### src/rtl/pwm_multi_channel.sv
// rtl/pwm_multi_channel.sv - multi-channel PWM, shared period counter, shadowed duty/period
// Optional up/down counting compiled in with PWM_CENTER_ALIGN_EN.
module pwm_multi_channel #(
  parameter int NUM_CH         = 4,
  parameter int CNT_WIDTH      = 16,
  parameter int DEFAULT_PERIOD = 255,
  localparam int CH_W          = (NUM_CH > 1) ? $clog2(NUM_CH) : 1
) (
  input  logic                 clk,
  input  logic                 reset,
  input  logic                 enable,
  input  logic                 mode,
  input  logic                 period_wr,
  input  logic [CNT_WIDTH-1:0] period_in,
  input  logic                 duty_wr,
  input  logic [CH_W-1:0]      duty_ch,
  input  logic [CNT_WIDTH-1:0] duty_in,
  output logic [NUM_CH-1:0]    pwm_out,
  output logic                 period_start
);

  localparam logic [CNT_WIDTH-1:0] ONE = CNT_WIDTH'(1);

  logic [CNT_WIDTH-1:0] cnt, cnt_nxt;
  logic [CNT_WIDTH-1:0] period_sh, period_act;
  logic [CNT_WIDTH-1:0] duty_sh  [NUM_CH];
  logic [CNT_WIDTH-1:0] duty_act [NUM_CH];
  logic                 commit;

`ifdef PWM_CENTER_ALIGN_EN
  logic dir_down, dir_down_nxt, mode_act;

  always_comb begin
    cnt_nxt      = cnt;
    dir_down_nxt = dir_down;
    commit       = 1'b0;
    if (!enable) begin
      cnt_nxt      = '0;
      dir_down_nxt = 1'b0;
      commit       = 1'b1;
    end else if (!mode_act || period_act == '0) begin
      dir_down_nxt = 1'b0;
      if (cnt >= period_act) begin
        cnt_nxt = '0;
        commit  = 1'b1;
      end else begin
        cnt_nxt = cnt + ONE;
      end
    end else if (!dir_down) begin
      if (cnt >= period_act) begin
        // A period of 1 has no down slope: wrap straight to 0 so the period stays 2 cycles.
        if (cnt <= ONE) begin
          cnt_nxt = '0;
          commit  = 1'b1;
        end else begin
          dir_down_nxt = 1'b1;
          cnt_nxt      = cnt - ONE;
        end
      end else begin
        cnt_nxt = cnt + ONE;
      end
    end else begin
      if (cnt <= ONE) begin
        cnt_nxt      = '0;
        dir_down_nxt = 1'b0;
        commit       = 1'b1;
      end else begin
        cnt_nxt = cnt - ONE;
      end
    end
  end

  // Mode is latched with the commit so a change only takes effect at a boundary.
  always_ff @(posedge clk) begin
    if (!reset) begin
      dir_down <= 1'b0;
      mode_act <= 1'b0;
    end else begin
      dir_down <= dir_down_nxt;
      if (commit) mode_act <= mode;
    end
  end
`else
  logic unused_mode;
  assign unused_mode = mode;

  always_comb begin
    cnt_nxt = cnt + ONE;
    commit  = 1'b0;
    if (!enable || cnt >= period_act) begin
      cnt_nxt = '0;
      commit  = 1'b1;
    end
  end
`endif

  // Shadow writes and commit share one edge; nonblocking order keeps a commit-cycle write out of that commit.
  always_ff @(posedge clk) begin
    if (!reset) begin
      cnt          <= '0;
      period_sh    <= CNT_WIDTH'(DEFAULT_PERIOD);
      period_act   <= CNT_WIDTH'(DEFAULT_PERIOD);
      pwm_out      <= '0;
      period_start <= 1'b0;
      for (int i = 0; i < NUM_CH; i++) begin
        duty_sh[i]  <= '0;
        duty_act[i] <= '0;
      end
    end else begin
      cnt <= cnt_nxt;
      if (period_wr) period_sh <= period_in;
      for (int i = 0; i < NUM_CH; i++) begin
        if (duty_wr && duty_ch == CH_W'(i)) duty_sh[i] <= duty_in;
      end
      if (commit) begin
        period_act <= period_sh;
        for (int i = 0; i < NUM_CH; i++) duty_act[i] <= duty_sh[i];
      end
      for (int i = 0; i < NUM_CH; i++) pwm_out[i] <= enable && (cnt < duty_act[i]);
      period_start <= enable && (cnt == '0);
    end
  end

endmodule

### config.mk
export PLATFORM = sky130hd
export DESIGN_NAME = pwm_multi_channel
export DESIGN_NICKNAME = d
export VERILOG_FILES = /design/src/rtl/pwm_multi_channel.sv
export SDC_FILE = /design/constraint.sdc
export NUM_CORES = 1
export LEC_CHECK = 0
export ABC_AREA = 1
export BUFFER_PORTS_ARGS = -buffer_cell sky130_fd_sc_hd__buf_2
export CAP_MARGIN = 10
export CORE_MARGIN = 8
export CORE_UTILIZATION = 69
export CTS_BUF_LIST = sky130_fd_sc_hd__clkbuf_8
export CTS_CLUSTER_DIAMETER = 100
export DETAILED_ROUTE_END_ITERATION = 8
export PLACE_DENSITY_LB_ADDON = 0.2
export SLEW_MARGIN = 10
export SYNTH_ARGS = -nofsm -noshare
export SYNTH_HDL_FRONTEND = slang
export SYNTH_SLANG_ARGS = --single-unit
export TNS_END_PERCENT = 100
### constraint.sdc
create_clock -name clk -period 3.3 [get_ports clk]
set_input_delay 0.825 -clock clk [delete_from_list [all_inputs] [get_ports clk]]
set_output_delay 0.825 -clock clk [all_outputs]
set_load 0.05 [all_outputs]
==> summary.md <==
| Metric | Value |
|---|---|
| Tcrit/Tclk final | `0.7926` |
| # DRC | `0` |
| Total Neg Setup Slack | `0 ns` |
| Most frequent cells in the layout | `inv_1, nor2_1, nand2_1` |
| Layout cells sized above 1 | `0.09339` |
| # setup viols final | `0` |
| CP top delay family | `simple AND/OR/NAND/NOR gates` |
| Placed Instances | `about 1200` |
| Clock root cell | `clkbuf_8` |
| Hold Crit Class | `reg2reg` |
| Largest buffer count on any clock path | `2` |
| Design Area, Final | `about 0.0097 mm^2` |
| TritonCTS sink count | `roughly 180` |
| Clock power frac | `0.332` |
| Mapped Avg Cell Area | `approximately 9.2 um^2` |
| Via count | `a little over 6000` |
| Worst vdd ir | `around 0.45 mV` |
| P&R area growth vs syn | `9.155%` |
| Clk Latency, worst-skew pair | `0.49 ns` |
| Final WL | `around 16 mm` |
| Setup WS post-layout | `around 0.7 ns` |
| Nets | `about 1100` |
| Boundary Pins | `between 40 and 50` |
| Worst-path clk slew | `around 0.10 ns` |
| GRT Total Usage | `0.2078` |
| Rows | `41` |
| WHS | `roughly 0.47 ns` |
| NetSw | `1.173 mW` |
| Reg2reg end | `duty_act[0][5]` |
| CTS tree | `built` |
| Setup CP Type | `reg2reg` |
| Core area | `between 0.01 and 0.015 mm^2` |
| Count of cell types in the netlist | `26` |
| Total congestion overflow | `0` |
| Cts bufs inserted | `17` |
| Worst Hold End | `period_sh[1]` |
| Fmax | `382.3 MHz` |
| Die height | `around 130 um` |
| # hold bufs at CTS | `0` |
| Synth Register Bits | `between 150 and 200` |
| DP HPWL | `11.31 mm` |
| Non-filler instance count after layout | `1200` |
| Worst Skew | `0.01216 ns` |
| # resized after CTS | `0` |
| Post-synth net total | `1079` |
| Placed Area | `about 0.0093 mm^2` |
| Min Clock Period, post-route | `between 2 and 3 ns` |
| Required time of the critical path | `3.47 ns` |
| Die W | `roughly 130 um` |
| Pint | `3.341 mW` |
| DIE AREA | `~0.017 mm^2` |
| Max_slew headroom | `0.6703` |
| Initial Utilization | `0.7057` |
| Leakage | `4.741 nW` |
| R2R cell count | `6` |
| Cell count after synthesis | `961` |
| CP peak stage delay | `around 0.6 ns` |
| I/O Buffers | `43` |
| Post-Syn Area | `~0.0089 mm^2` |
| Launch point of the worst hold path | `period_sh[1]` |
| Max_cap viols | `0` |
| Htree depth | `4` |
| Place WS | `around 0.63 ns` |
| Actual slew at the worst max-slew pin | `0.4938 ns` |
| Final Total Pwr | `roughly 4.5 mW` |
| Post-CTS Setup Bufs | `0` |
| First-pass GRT wire length | `between 20 and 30 mm` |
| Crit-path cells | `ha_1 -> nand2_1 -> nor4_2 -> nand2_2 -> nand3_2 -> buf_4` |
| Yosys warnings | `0` |
| RD Place Congestion | `around 0.84` |
| Final Util | `0.7703` |
| DR WL/cell | `about 13 um` |
| Post-route ant nets | `0` |
| DRT Pass-1 Iters | `5` |
| Sum of buffers and inverters on the critical path | `1` |
| Vias in the first global route | `5811` |
| RSZ-0062 raised after global routing | `false` |
| Initial antenna violation count | `0` |
| CP arrival | `between 2 and 3 ns` |
| Worst r2r src | `cnt[12]` |
| Status | `complete, no violations` |
| Crit path capture type | `flop` |
| Reg-to-reg slack, setup | `about 0.68 ns` |
| PwrDens | `between 400 and 500 mW/mm^2` |
| Hold path depth | `2` |
| Crit path launch type | `flop` |
| Ant diodes | `0` |
| 1st-iter DRT viols | `~360` |
| Final max-slew violation count | `0` |
| Largest net degree at the start of global routing | `65` |
| Seq/Total Area, Yosys | `0.5530` |
| Sequential Power Share | `0.583` |
| Most common cell after layout, fill and taps aside | `inv_1` |
| Via density | `~5.0` |
| Crit Path Max Fanout | `23` |
| Logic pwr share | `0.085` |
| Worst path slowest cell | `dfxtp_1` |
| Sw frac | `0.2598` |
| Setup crit start | `cnt[12]` |
| Hold Violations, Final | `0` |
area by class of cell:
class | instances | area [um^2]
Clock buffer | 17 | 234.0
Clock inverter | 15 | 153.9
Fill cell | 883 | 2887
Inverter | 206 | 773.2
Multi-Input combinational cell | 551 | 3048
Sequential cell | 181 | 4905
Tap cell | 172 | 215.2
Timing Repair Buffer | 58 | 352.8
kinds of logic (layout without fill, tap and decap cells):
| family | Yosys count | count (layout) | share of synthesized area |
|---|---|---|---|
| simple gates | 418 | 418 | 0.1945 |
| buf+inv | 229 | 296 | 0.1034 |
| flops | 181 | 181 | 0.5530 |
| fa+ha+maj | 78 | 78 | 0.1100 |
| compound gates | 41 | 41 | 0.02525 |
| xor+xnor | 14 | 14 | 0.01382 |
sequential cells by signal (all words and copies together), names as in the netlist:
| register | flops |
|---|---|
| period_sh | 16 |
| duty_act | 64 |
| pwm_out | 4 |
| period_start | 1 |
| period_act | 16 |
| cnt | 16 |
| duty_sh | 64 |
cell usage after synthesis:
| library cell | n | area share |
|---|---|---|
| inv_1 | 206 | 0.087 |
| nor2_1 | 194 | 0.082 |
| nand2_1 | 134 | 0.057 |
| edfxtp_1 | 128 | 0.43 |
| ha_1 | 78 | 0.11 |
| nand3_1 | 60 | 0.034 |
| dfxtp_1 | 53 | 0.12 |
| a21oi_1 | 21 | 0.012 |
| nand4_1 | 13 | 0.0092 |
| o21ai_0 | 13 | 0.0073 |
| xor2_1 | 13 | 0.013 |
| clkbuf_1 | 11 | 0.0047 |
| nor3_1 | 11 | 0.0062 |
| buf_6 | 7 | 0.0089 |
| a31oi_1 | 4 | 0.0028 |
| buf_2 | 4 | 0.0023 |
| nand2_4 | 2 | 0.0025 |
| a21oi_4 | 1 | 0.0018 |
| buf_1 | 1 | 0.00042 |
| nand2_2 | 1 | 0.00071 |
| nand3_2 | 1 | 0.0011 |
| nor4_1 | 1 | 0.00071 |
| nor4_2 | 1 | 0.0014 |
| o21a_1 | 1 | 0.00085 |
| o21ai_1 | 1 | 0.00056 |
| xnor2_1 | 1 | 0.00099 |
how the worst max path moves through the flow:
| stage | to | depth (start not counted) |
|---|---|---|
| after floorplan | duty_sh[0][0] | 4 |
| after global placement | duty_act[1][0] | 7 |
| after detailed placement | duty_act[1][2] | 7 |
| after CTS | duty_act[1][3] | 6 |
| after global routing | duty_act[3][3] | 10 |
| final | duty_act[0][5] | 6 |
routing by layer:
| metal | GRT usage | wire, um | vias up |
|---|---|---|---|
| met5 | 0 | 0 | - |
| met4 | 0.08984 | 347 | 0 |
| met3 | 0.04807 | 893 | 27 |
| met2 | 0.3441 | 7516 | 152 |
| met1 | 0.2560 | 7329 | 2721 |
| li1 | - | - | 3139 |
power by group through the flow:
stage	combinational, mW	sequential, mW	clock (mW)
floorplan	0.264	2.68	0
global placement	0.372	2.68	0
detailed placement	0.385	2.68	0
CTS	0.389	2.63	1.52
global route	0.442	2.65	1.60
finish	0.384	2.63	1.50
tightest hold or removal path, stage by stage (launching register included):
cell and delay, ns:
dfxtp_1 0.34, nand2_1 0.05, nand3_1 0.05
No activity file was read; power rests on OpenSTA's default activity.
